===== config.mk =====
export PLATFORM = sky130hd
export DESIGN_NAME = fetch_hazard_ctrl
export DESIGN_NICKNAME = d
export VERILOG_FILES = /design/src/rtl/pipe_ctrl_pkg.sv /design/src/rtl/hazard_detect.sv /design/src/rtl/fetch_hazard_ctrl.sv
export SDC_FILE = /design/constraint.sdc
export NUM_CORES = 1
export LEC_CHECK = 0
export BUFFER_PORTS_ARGS = -buffer_cell sky130_fd_sc_hd__buf_4
export CAP_MARGIN = 20
export CORE_AREA = 2 2 39 41
export CTS_CLUSTER_DIAMETER = 200
export DETAILED_ROUTE_END_ITERATION = 8
export DIE_AREA = 0 0 41 43
export GPL_ROUTABILITY_DRIVEN = 0
export HOLD_SLACK_MARGIN = 0.05
export PLACE_DENSITY = 0.78
export SLEW_MARGIN = 20
export SYNTH_ARGS = -nofsm -noshare
export SYNTH_HDL_FRONTEND = slang
export SYNTH_SLANG_ARGS = --single-unit

===== constraint.sdc =====
create_clock -name clk -period 2.06 [get_ports clk]
set_input_delay 0.309 -clock clk [delete_from_list [all_inputs] [get_ports clk]]
set_output_delay 0.309 -clock clk [all_outputs]
set_load 0.02 [all_outputs]

===== src/rtl/pipe_ctrl_pkg.sv =====
// Shared definitions for the pipeline sequencing controller:
// FSM state encodings, the hard-wired zero register and stage indices.
package pipe_ctrl_pkg;

    typedef enum logic [1:0] {
        RUN        = 2'd0,
        LOAD_STALL = 2'd1,
        FREEZE     = 2'd2
    } state_e;

    localparam int REG_ZERO = 0;

    localparam int STG_IF  = 0;
    localparam int STG_ID  = 1;
    localparam int STG_EX  = 2;
    localparam int STG_MEM = 3;
    localparam int STG_WB  = 4;

endpackage


===== src/rtl/hazard_detect.sv =====
// Combinational load-use hazard term: ID sources vs a load in EX.
// Ports: id_rs_i/id_rt_i/id_uses_rt_i, ex_rt_i/ex_mem_read_i in; hz_o out.
module hazard_detect
    import pipe_ctrl_pkg::*;
#(
    parameter int REG_ADDR_W = 5
) (
    input  logic [REG_ADDR_W-1:0] id_rs_i,
    input  logic [REG_ADDR_W-1:0] id_rt_i,
    input  logic                  id_uses_rt_i,
    input  logic [REG_ADDR_W-1:0] ex_rt_i,
    input  logic                  ex_mem_read_i,
    output logic                  hz_o
);

    logic rs_match;
    logic rt_match;

    assign rs_match = (ex_rt_i == id_rs_i);
    assign rt_match = id_uses_rt_i & (ex_rt_i == id_rt_i);

    // Register zero is hard-wired, so a load into it never hazards.
    assign hz_o = ex_mem_read_i
                & (ex_rt_i != REG_ADDR_W'(REG_ZERO))
                & (rs_match | rt_match);

endmodule


===== src/rtl/fetch_hazard_ctrl.sv =====
// Pipeline sequencing controller: PC/IF-ID enables and stage flushes
// for load-use stalls, taken branches (from MEM) and external freezes.
// Ports: clk, reset (async, active-low), hazard/branch/stall inputs;
// pc_write, ifid_write, *_flush, state, stall_wdog outputs.
// Optional PIPE_PERF_CNT_EN adds stall_cycles/flush_events/freeze_cycles.
module fetch_hazard_ctrl
    import pipe_ctrl_pkg::*;
#(
    parameter int REG_ADDR_W    = 5,
    parameter int EXT_STALL_MAX = 15,
    parameter int CNT_W         = 16
) (
    input  logic                  clk,
    input  logic                  reset,
    input  logic [REG_ADDR_W-1:0] id_rs,
    input  logic [REG_ADDR_W-1:0] id_rt,
    input  logic                  id_uses_rt,
    input  logic [REG_ADDR_W-1:0] ex_rt,
    input  logic                  ex_mem_read,
    input  logic                  pc_source,
    input  logic                  ext_stall,
    output logic                  pc_write,
    output logic                  ifid_write,
    output logic                  ifid_flush,
    output logic                  idex_flush,
    output logic                  exmem_flush,
    output logic [1:0]            state,
`ifdef PIPE_PERF_CNT_EN
    output logic [CNT_W-1:0]      stall_cycles,
    output logic [CNT_W-1:0]      flush_events,
    output logic [CNT_W-1:0]      freeze_cycles,
`endif
    output logic                  stall_wdog
);

    localparam int FCW = $clog2(EXT_STALL_MAX + 1);
    localparam logic [FCW-1:0] FMAX = FCW'(EXT_STALL_MAX);

    state_e         state_q, state_d;
    logic [FCW-1:0] fcnt_q, fcnt_d;
    logic           wdog_q, wdog_d;
    logic           hz;
    logic           hz_stall;
    logic           freeze_hon;
    logic [2:0]     kill;

    hazard_detect #(
        .REG_ADDR_W (REG_ADDR_W)
    ) u_hazard_detect (
        .id_rs_i       (id_rs),
        .id_rt_i       (id_rt),
        .id_uses_rt_i  (id_uses_rt),
        .ex_rt_i       (ex_rt),
        .ex_mem_read_i (ex_mem_read),
        .hz_o          (hz)
    );

    // Every state resolves the same priority; LOAD_STALL re-stalls on a
    // fresh load and FREEZE falls through to the hazard check on release.
    always_comb begin
        state_d    = state_q;
        fcnt_d     = fcnt_q;
        wdog_d     = wdog_q;
        pc_write   = 1'b1;
        ifid_write = 1'b1;
        kill       = 3'b000;
        hz_stall   = 1'b0;
        freeze_hon = 1'b0;
        if (pc_source) begin
            kill    = 3'b111;
            state_d = RUN;
            fcnt_d  = '0;
        end else if (ext_stall) begin
            pc_write   = 1'b0;
            ifid_write = 1'b0;
            freeze_hon = 1'b1;
            state_d    = FREEZE;
            if (fcnt_q == FMAX) begin
                wdog_d = 1'b1;
            end else begin
                fcnt_d = fcnt_q + FCW'(1);
            end
        end else begin
            fcnt_d = '0;
            if (hz) begin
                pc_write       = 1'b0;
                ifid_write     = 1'b0;
                kill[STG_ID]   = 1'b1;
                hz_stall       = 1'b1;
                state_d        = LOAD_STALL;
            end else begin
                state_d = RUN;
            end
        end
    end

    // kill[] names the stage whose instruction is squashed.
    assign ifid_flush  = kill[STG_IF];
    assign idex_flush  = kill[STG_ID];
    assign exmem_flush = kill[STG_EX];
    assign state       = state_q;
    assign stall_wdog  = wdog_q;

    always_ff @(posedge clk or negedge reset) begin
        if (!reset) begin
            state_q <= RUN;
            fcnt_q  <= '0;
            wdog_q  <= 1'b0;
        end else begin
            state_q <= state_d;
            fcnt_q  <= fcnt_d;
            wdog_q  <= wdog_d;
        end
    end

`ifdef PIPE_PERF_CNT_EN
    logic [CNT_W-1:0] stall_q, flush_q, frz_q;

    always_ff @(posedge clk or negedge reset) begin
        if (!reset) begin
            stall_q <= '0;
            flush_q <= '0;
            frz_q   <= '0;
        end else begin
            if (hz_stall && stall_q != '1) begin
                stall_q <= stall_q + CNT_W'(1);
            end
            if (pc_source && flush_q != '1) begin
                flush_q <= flush_q + CNT_W'(1);
            end
            if (freeze_hon && frz_q != '1) begin
                frz_q <= frz_q + CNT_W'(1);
            end
        end
    end

    assign stall_cycles  = stall_q;
    assign flush_events  = flush_q;
    assign freeze_cycles = frz_q;
`else
    logic unused_ok;
    assign unused_ok = hz_stall | freeze_hon;
`endif

endmodule

==> impl_metrics.yaml, run 1 <==
outcome:
  status: "finished, final reports clean"
synth:
  ys_top_cells_by_count: "xor2_1 (9), dfrtp_1 (7), nor2_1 (5)"
  ys_warn_count: 0
  ys_async_sr_fraction: 1.00
  syn_avg_cell_area_um2: 9.77
  ys_types: 21
  synth_edf_count: 0
  synth_top_area_cell: "dfrtp_1"
  ys_ff_latch: 7
  ys_seq_area_frac: 0.381
  synth_flop_cell: "dfrtp_1"
  yosysMostFrequentCell: "xor2_1"
  syn_nets: 69
  yosysTopAreaCellShare: 0.381
  syn_area_um2: 459
  synth_area_leaders: "dfrtp_1 (38%), xor2_1 (17%), buf_4 (4.9%), nor3_1 (4.4%), nor2_1 (4.1%)"
  netlist_instances: 47
worst_setup_path:
  cpMostUsedCell: "buf_4"
  critPathMaxFanout: 3
  crit_type: "in -> out"
  worstPathCellList: "buf_4 > xor2_1 > nor4_2 > a32oi_1 > o31a_1 > buf_4"
  reg2reg_from: "fcnt_q[0]$_DFFE_PN0N_"
  critPathArrivalTime_ns: 1.50
  crit_required_ns: 1.75
  crit_path_start_kind: "input pin"
  rr_worst_depth: 4
  slowest_delay_ns: 0.31
  r2r-end: "fcnt_q[1]$_DFFE_PN0N_"
  rrSetupSlack_ns: 0.84
  cp-end-kind: "primary output"
  critPathSlowestCell: "o31a_1"
detailed_routing:
  vias_per_cell: 4.85
  top_layer: "met4"
  first_iter_violations: 7
  ant_nets: 0
  vias: 451
  wl_met3_um: 109
  dr.pass1.iters: 3
  remaining_drc_errors: 0
  route.met2.wl_um: 496
  routed_wl_um: 974
  wl_per_cell_um: 10.5
  drt-met1-wl_um: 344
global_routing:
  grtUsageTotal: 0.130
  grt_pass1_wl_um: 1520
  antenna_found_initial: 0
  grt_overflow: 0
  grt_pass1_vias: 410
  grt_max_degree: 8
cts:
  clock_latency_ns: 0.25
  cts_resized: 0
  cts_tree: "done"
  cts_sinks: 7
  clkTransAtPathRegs_ns: 0.05
  cts_root_buf: "clkbuf_4"
  h-tree-depth: 1
  cts_buffers: 3
  cts_buffer_depth: 2
place:
  port_buffers: 28
  postPlaceCellArea_um2: 667
  dpl.cell_count: 88
floorplanning:
  start_util: 0.332
  die_width_um: 41
  io_pins: 29
  coreArea_mm2: 0.00138
  dieArea_mm2: 0.00176
  fp-row-count: 14
  dieHeight_um: 43
sta:
  drv_slew: 0
  slew_headroom: 0.820
  tns_ns: 0
  setup_viol: 0
  worst_pin_slew_ns: 0.270
  max_freq_mhz: 554
  finClkSkew_ns: 0.00543
  finalCritPeriodShare: 0.876
  post-route-min-period_ns: 1.80
  rsz0062_at_grt: "no"
  hold_viol_final: 0
final_layout:
  drive_above_1_share: 0.442
  nets: 100
  multi_input_area_um2: 258
  fillCellCount: 139
  register_area_um2: 175
  syn_to_final_growth_pct: 53.1
  n_antenna_cell: 0
  finalNonFillerCells: 93
  post-route-cell-area_um2: 703
power:
  p_switching_mw: 0.0937
  ir_drop_uv: 218
  p_int_mw: 0.268
  swShare: 0.259
  seqPwrFrac: 0.400
  combPwrFrac: 0.260
  p_per_area_mw_per_mm2: 514
  power.leakage_nw: 0.348
  p_clk_frac: 0.340
worst_hold_path:
  hold-path-endpoint: "state[0]$_DFF_PN0_"
  holdPathStages: 2
  hold_start: "pc_source"
  hold_class: "in -> reg"
flow_run:
  max-cap-violations: 0
==> cells by family after synthesis <==
group,synth area share
AO/OA/AOI/OAI,0.0954
XOR/XNOR,0.210
adder cells (fa/ha/maj),0.0272
buffers and inverters,0.0572
flip-flops,0.381
multiplexers,0.0218
AND/OR/NAND/NOR,0.207
==> metrics by stage <==
step | power [mW] | setup WS, ns | utilization | hold slack [ns]
finish | 0.361 | 0.255 | 0.508 | 0.260
detailed placement | 0.241 | 0.250 | 0.482 | 0.125
floorplan | 0.191 | 0.324 | - | 0.0134
CTS | 0.370 | 0.247 | 0.508 | 0.250
global placement | 0.239 | 0.263 | 0.482 | 0.123
global route | 0.387 | 0.174 | 0.508 | 0.260
==> layout by cell type, fill, tap and decap left out, types with 2 or more instances in the layout <==
| cell type | Yosys | final |
|---|---|---|
| o21bai_1 | 2 | 2 |
| nor3_1 | 4 | 4 |
| xor2_1 | 9 | 9 |
| buf_4 | 3 | 28 |
| xnor2_1 | 2 | 2 |
| nor2_1 | 5 | 5 |
| dfrtp_1 | 7 | 7 |
| nand3_1 | 2 | 2 |
| clkbuf_4 | 0 | 3 |
==> layout make-up <==
type                    count  area share
multi-input cells          36       0.367
repair buffers             29       0.313
inverters                   1     0.00534
flip-flops and latches      7       0.249
clock buffers               4      0.0374
well taps                  16      0.0285
==> power groups by stage <==
stage | clock (mW) | sequential, mW | combinational, mW
after floorplan | 0 | 0.149 | 0.0412
after global placement | 0 | 0.147 | 0.0924
after detailed placement | 0 | 0.147 | 0.0938
after CTS | 0.129 | 0.145 | 0.0956
after global routing | 0.139 | 0.145 | 0.103
final | 0.123 | 0.145 | 0.0941
==> worst max-delay path by stage <==
stage / slack (ns) / endpoint / cells after the start / from
final: 0.26 / pc_write / 6 / ex_rt[4]
after global routing: 0.17 / pc_write / 6 / ex_rt[4]
after CTS: 0.25 / pc_write / 6 / ex_rt[4]
after detailed placement: 0.25 / pc_write / 6 / ex_rt[4]
after global placement: 0.26 / idex_flush / 6 / ex_rt[4]
after floorplan: 0.32 / pc_write / 5 / ex_rt[4]
==> registers in the layout, summed over array words and instances, names as in the netlist <==
signal / flops
stall_wdog: 1
state: 2
fcnt_q: 4
==> critical path, delay by kind of cell <==
| family | cells | cell delay, ns |
|---|---|---|
| xor gates and xnor gates | 1 | 0.16 |
| and+or+nand+nor | 1 | 0.26 |
| buffers and inverters | 2 | 0.28 |
| AOI/OAI and AO/OA | 2 | 0.48 |
==> what timing repair did <==
action	in CTS	in global routing
hold buffers	1	0
endpoints found under the hold margin	7	0
buffers inserted	0	0
==> per-layer routing <==
| layer | vias up | track usage |
|---|---|---|
| met2 | 28 | 0.219 |
| met4 | 0 | 0.0800 |
| met3 | 4 | 0.0366 |
| met5 | - | 0 |
| li1 | 221 | - |
| met1 | 198 | 0.129 |
Note: power is estimated with default switching activity, not from simulation.
==> inputs of run 2 (changes only) <==
==> constraint.sdc (replaced) <==
create_clock -name clk -period 2.06 [get_ports clk]
set_input_delay 0 -clock clk [delete_from_list [all_inputs] [get_ports clk]]
set_output_delay 0 -clock clk [all_outputs]
set_load 0.02 [all_outputs]
==> run 2 against run 1 <==
Compared with the run above:
- non-clock buffer count increased by 3
- design area up 4.3%
- critical path type is now in -> reg
- clock power barely moved
- global-route usage down 0.13 points
- critical endpoint is now state[0]$_DFF_PN0_
- die area unchanged
- routed wire length fell by 4.2%
==> impl_metrics.yaml, run 2 (synthesized netlist as in run 1, its figures left out) <==
global_routing:
  grt_max_degree: 8
  antenna_found_initial: 0
  grt_pass1_vias: 438
  grtUsageTotal: 0.128
  grt_overflow: 0
  grt_pass1_wl_um: 1520
final_layout:
  syn_to_final_growth_pct: 59.7
  final_common_cell: "buf_4"
  finalNonFillerCells: 96
  largest_reg_flops: 4
  n_antenna_cell: 0
  drive_above_1_share: 0.425
  nets: 103
  largest_register: "fcnt_q"
  layout_common_cells: "buf_4 (28), xor2_1 (9), dfrtp_1 (7), nor2_1 (5)"
floorplanning:
  dieHeight_um: 43
  fp-row-count: 14
  coreArea_mm2: 0.00138
  die_width_um: 41
  start_util: 0.332
  dieArea_mm2: 0.00176
  io_pins: 29
sta:
  finalCritPeriodShare: 0.716
  rsz0062_at_grt: "no"
  finClkSkew_ns: 0.00282
  hold_viol_final: 0
  hold_slack_ns: 0.104
  setup_viol: 0
  post-route-min-period_ns: 1.47
  drv_slew: 0
  tns_ns: 0
  slew_headroom: 0.820
  worst_pin_slew_ns: 0.270
  max_freq_mhz: 678
cts:
  holdBufCountCts: 4
  clkTransAtPathRegs_ns: 0.05
  cts_sinks: 7
  cts_buffer_depth: 2
  h-tree-depth: 1
  cts_root_buf: "clkbuf_4"
  clock_latency_ns: 0.25
  postCtsSetupBuffers: 0
  cts_tree: "done"
  cts_buffers: 3
  cts_resized: 0
place:
  dpl.cell_count: 88
  place_hpwl_um: 802
  port_buffers: 28
power:
  power.leakage_nw: 0.363
  p_per_area_mw_per_mm2: 494
  ir_drop_uv: 164
detailed_routing:
  dr.pass1.iters: 4
  vias: 450
  remaining_drc_errors: 0
  first_iter_violations: 5
  vias_per_cell: 4.69
  routed_wl_um: 933
  ant_nets: 0
  wl_per_cell_um: 9.72
worst_setup_path:
  critPathMaxFanout: 2
  r2r-end: "fcnt_q[1]$_DFFE_PN0N_"
  crit_start: "ext_stall"
  cp-end-kind: "flip-flop"
  crit_required_ns: 2.25
  crit_type: "in -> reg"
  rr_worst_depth: 4
  rrSetupSlack_ns: 0.87
  crit_path_start_kind: "input pin"
  reg2reg_from: "fcnt_q[0]$_DFFE_PN0N_"
  critPathArrivalTime_ns: 1.66
  crit_path_end: "state[0]$_DFF_PN0_"
worst_hold_path:
  hold_class: "in -> async"
flow_run:
  max-cap-violations: 0
outcome:
  status: "finished, final reports clean"
==> run 2: changes by cell type in the layout (fill, tap and decap cells not counted), sizes merged <==
cell,change
dlygate4sd3,+3
==> run 2: final cells by class <==
class                      instances  area, um2
inverter                           1       3.75
fill                             139        651
clock buffer                       4       26.3
timing repair buffer              32        250
tap                               16       20.0
multi-input combinational         36        258
sequential                         7        175
==> run 2: per-layer routing <==
metal	vias up	part of all wire	global-route usage	wire (um)
li1	228	-	-	-
met1	196	0.36	0.128	337
met2	26	0.53	0.216	495
met3	0	0.11	0.0366	99
met4	0	0	0.0800	0
met5	-	0	0	0
==> run 2: power by group <==
part	internal [mW]	switching [mW]
Sequential	0.142	0.00270
Combinational	0.0547	0.0423
Clock	0.0737	0.0467
Total	0.270	0.0917
==> run 2: worst min-delay path by stage <==
| stage | depth (start not counted) | startpoint | endpoint | slack, ns |
|---|---|---|---|---|
| after floorplan | 0 | reset | fcnt_q[0]$_DFFE_PN0N_ | -0.30 |
| after global placement | 1 | reset | fcnt_q[3]$_DFFE_PN0N_ | -0.19 |
| after detailed placement | 1 | reset | fcnt_q[3]$_DFFE_PN0N_ | -0.18 |
| after CTS | 2 | reset | fcnt_q[3]$_DFFE_PN0N_ | 0.09 |
| after global routing | 2 | reset | fcnt_q[3]$_DFFE_PN0N_ | 0.11 |
| final | 2 | reset | fcnt_q[3]$_DFFE_PN0N_ | 0.10 |
==> run 2: worst max-delay path, stage by stage <==
cell,delay (ns)
dlygate4sd3_1,0.53
buf_4,0.14
or2_2,0.29
nor3_1,0.13
dlygate4sd3_1,0.56
==> run 2: stage by stage <==
step / setup WS [ns] / util / power (mW) / cell area [um2]
after floorplan: 0.942 / - / 0.191 / 459
after global placement: 0.881 / 0.482 / 0.239 / 667
after detailed placement: 0.869 / 0.482 / 0.240 / 667
after CTS: 0.611 / 0.530 / 0.371 / 733
after global routing: 0.540 / 0.530 / 0.389 / 733
final: 0.585 / 0.530 / 0.362 / 733
==> inputs of run 3 (changes only) <==
ABC_AREA = 1   (was unset)
CORE_AREA = unset   (was 2 2 39 41)
CORE_UTILIZATION = 38   (was unset)
DIE_AREA = unset   (was 0 0 41 43)
PLACE_DENSITY = 0.83   (was 0.78)
clock period = 1.3 ns   (was 2.06 ns; I/O delays follow)
==> run 3 against run 2 <==
Compared with the run above:
- first-iteration DRC count is 20% higher
- die area shrank 9.0%
- largest cell class unchanged
- setup slack got worse by 0.45 ns
- non-clock buffer count fell by 2
- sequential share of layout area shrank 2.2 points
- power grew 79%
- area after synthesis grew 20%
- global-route usage grew 3.8 points
- synthesized cell count rose by 94%
- via count grew 39%
- design area rose by 9.9%
==> impl_metrics.yaml, run 3 <==
outcome:
  status: "finished, final reports clean"
worst_setup_path:
  crit_family: "flip-flops"
  crit_path_start_kind: "flip-flop"
  critPathMaxFanout: 4
  cp.depth: 8
  critPathArrivalTime_ns: 1.34
  critPathSlowestCell: "dfrtp_1"
  rr_worst_depth: 8
  crit_type: "reg -> reg"
  cp-end-kind: "flip-flop"
  cp_num_buf_inv: 2
  crit_required_ns: 1.48
  rrSetupSlack_ns: 0.14
  reg2reg_from: "fcnt_q[0]$_DFFE_PN0N_"
  r2r-end: "fcnt_q[0]$_DFFE_PN0N_"
  slowest_delay_ns: 0.40
  worstPathCellList: "ha_1 > nand2_2 > inv_1 > nand2_1 > nand2_1 > inv_1 > nor2_1 > a21oi_1"
final_layout:
  final_util: 0.612
  multi_input_area_um2: 280
  fillCellCount: 123
  largest_reg_flops: 4
  layout_common_cells: "nand2_1 (34), buf_4 (28), inv_1 (19), nor2_1 (9), dfrtp_1 (7)"
  largest_register: "fcnt_q"
  nets: 145
  syn_to_final_growth_pct: 46.4
  drive_above_1_share: 0.303
  register_area_um2: 175
  final_common_cell: "nand2_1"
  n_antenna_cell: 0
sta:
  max_freq_mhz: 861
  finalCritPeriodShare: 0.894
  rsz0062_at_grt: "no"
  tns_ns: 0
  finClkSkew_ns: 0.00523
  post-route-min-period_ns: 1.16
  hold_viol_final: 0
  slew_headroom: 0.838
  worst_pin_slew_ns: 0.240
  drv_slew: 0
  setup_viol: 0
floorplanning:
  start_util: 0.418
  fp-row-count: 13
  dieArea_mm2: 0.00160
  io_pins: 29
  dieHeight_um: 40.1
  coreArea_mm2: 0.00132
  die_width_um: 40.1
power:
  p_per_area_mw_per_mm2: 806
  swShare: 0.298
  p_clk_frac: 0.301
  power.leakage_nw: 0.508
  ir_drop_uv: 272
  seqPwrFrac: 0.406
  p_switching_mw: 0.193
  combPwrFrac: 0.293
  p_int_mw: 0.456
place:
  place_hpwl_um: 989
  port_buffers: 28
synth:
  synth_edf_count: 0
  synth_area_leaders: "dfrtp_1 (32%), nand2_1 (24%), inv_1 (13%), nor2_1 (6.1%), buf_4 (4.1%)"
  yosysMostFrequentCell: "nand2_1"
  ys_ff_latch: 7
  ys_async_sr_fraction: 1.00
  ys_types: 18
  netlist_instances: 91
  synth_top_area_cell: "dfrtp_1"
  syn_avg_cell_area_um2: 6.05
  yosysTopAreaCellShare: 0.318
  ys_seq_area_frac: 0.318
  syn_nets: 113
  synth_flop_cell: "dfrtp_1"
  syn_area_um2: 551
  ys_top_cells_by_count: "nand2_1 (35), inv_1 (19), nor2_1 (9)"
  ys_warn_count: 0
detailed_routing:
  dr.pass1.iters: 4
  first_iter_violations: 6
  ant_nets: 0
  routed_wl_um: 1120
  vias: 625
  vias_per_cell: 4.56
  wl_per_cell_um: 8.16
  remaining_drc_errors: 0
global_routing:
  grt_max_degree: 8
  grt_pass1_wl_um: 1770
  grtUsageTotal: 0.166
  antenna_found_initial: 0
  grt_pass1_vias: 525
  grt_overflow: 0
worst_hold_path:
  hold_class: "in -> reg"
  hold_start: "ext_stall"
  holdPathStages: 4
  hold-path-endpoint: "state[0]$_DFF_PN0_"
cts:
  cts_buffer_depth: 2
  clkTransAtPathRegs_ns: 0.05
  cts_tree: "done"
  cts_buffers: 3
  h-tree-depth: 1
  clock_latency_ns: 0.25
  cts_root_buf: "clkbuf_4"
  cts_sinks: 7
flow_run:
  max-cap-violations: 0
## run 3: cell types whose count changed after synthesis, moves of 2 or more
cell      change
inv_1        +18
nand2_1      +34
nand3_1       +2
nor2_1        +4
nor2_2        +2
nor3_1        -4
o21ai_0       +2
o21bai_1      -2
xor2_1        -8
## run 3: cells by family after synthesis
kind of cell    after synthesis  synth area share
simple gates                 53             0.400
buf+inv                      23             0.177
xor+xnor                      2            0.0318
compound gates                5            0.0500
fa+ha+maj                     1            0.0227
flops                         7             0.318
## run 3: worst min-delay path, stage by stage
cell,delay [ns]
buf_4,0.07
inv_1,0.07
nand3_2,0.10
nor2_2,0.03
## run 3: layer usage
layer	GRT usage	routed length (um)
met5	0	0
met4	0.129	29
met3	0.0167	65
met2	0.327	595
met1	0.152	428
## run 3: per-stage QoR
step	hold slack, ns	total power [mW]	cells	setup WS, ns	cell area, um2
detailed placement	-0.186	0.453	131	0.138	757
global placement	-0.185	0.445	131	0.226	757
finish	0.0660	0.649	137	0.138	806
floorplan	-0.296	0.367	91	0.253	551
global route	0.0783	0.706	137	0.0185	806
CTS	0.0630	0.660	137	0.127	803
## run 3: cell type report
class	instances	share of cell area
well taps	15	0.0233
inverters	20	0.0932
repair buffers	30	0.286
flip-flops and latches	7	0.217
clock buffers	4	0.0326
multi-input cells	61	0.348
## run 3: worst max-delay path by stage
stage,start,endpoint
floorplan,fcnt_q[0]$_DFFE_PN0N_,fcnt_q[0]$_DFFE_PN0N_
global placement,fcnt_q[0]$_DFFE_PN0N_,fcnt_q[0]$_DFFE_PN0N_
detailed placement,fcnt_q[0]$_DFFE_PN0N_,fcnt_q[0]$_DFFE_PN0N_
CTS,fcnt_q[0]$_DFFE_PN0N_,fcnt_q[0]$_DFFE_PN0N_
global route,fcnt_q[0]$_DFFE_PN0N_,fcnt_q[0]$_DFFE_PN0N_
finish,fcnt_q[0]$_DFFE_PN0N_,fcnt_q[0]$_DFFE_PN0N_
## run 3: what timing repair did
action	CTS	global route
setup buffers	0	0
hold endpoints to repair	10	0
setup endpoints to repair	0	1
hold buffers	2	0
resized for setup	0	1
## run 3: power by group through the flow
stage | combinational (mW) | sequential (mW) | clock [mW]
floorplan | 0.102 | 0.265 | 0
global placement | 0.180 | 0.265 | 0
detailed placement | 0.186 | 0.267 | 0
CTS | 0.192 | 0.263 | 0.205
global route | 0.218 | 0.268 | 0.220
finish | 0.190 | 0.264 | 0.195
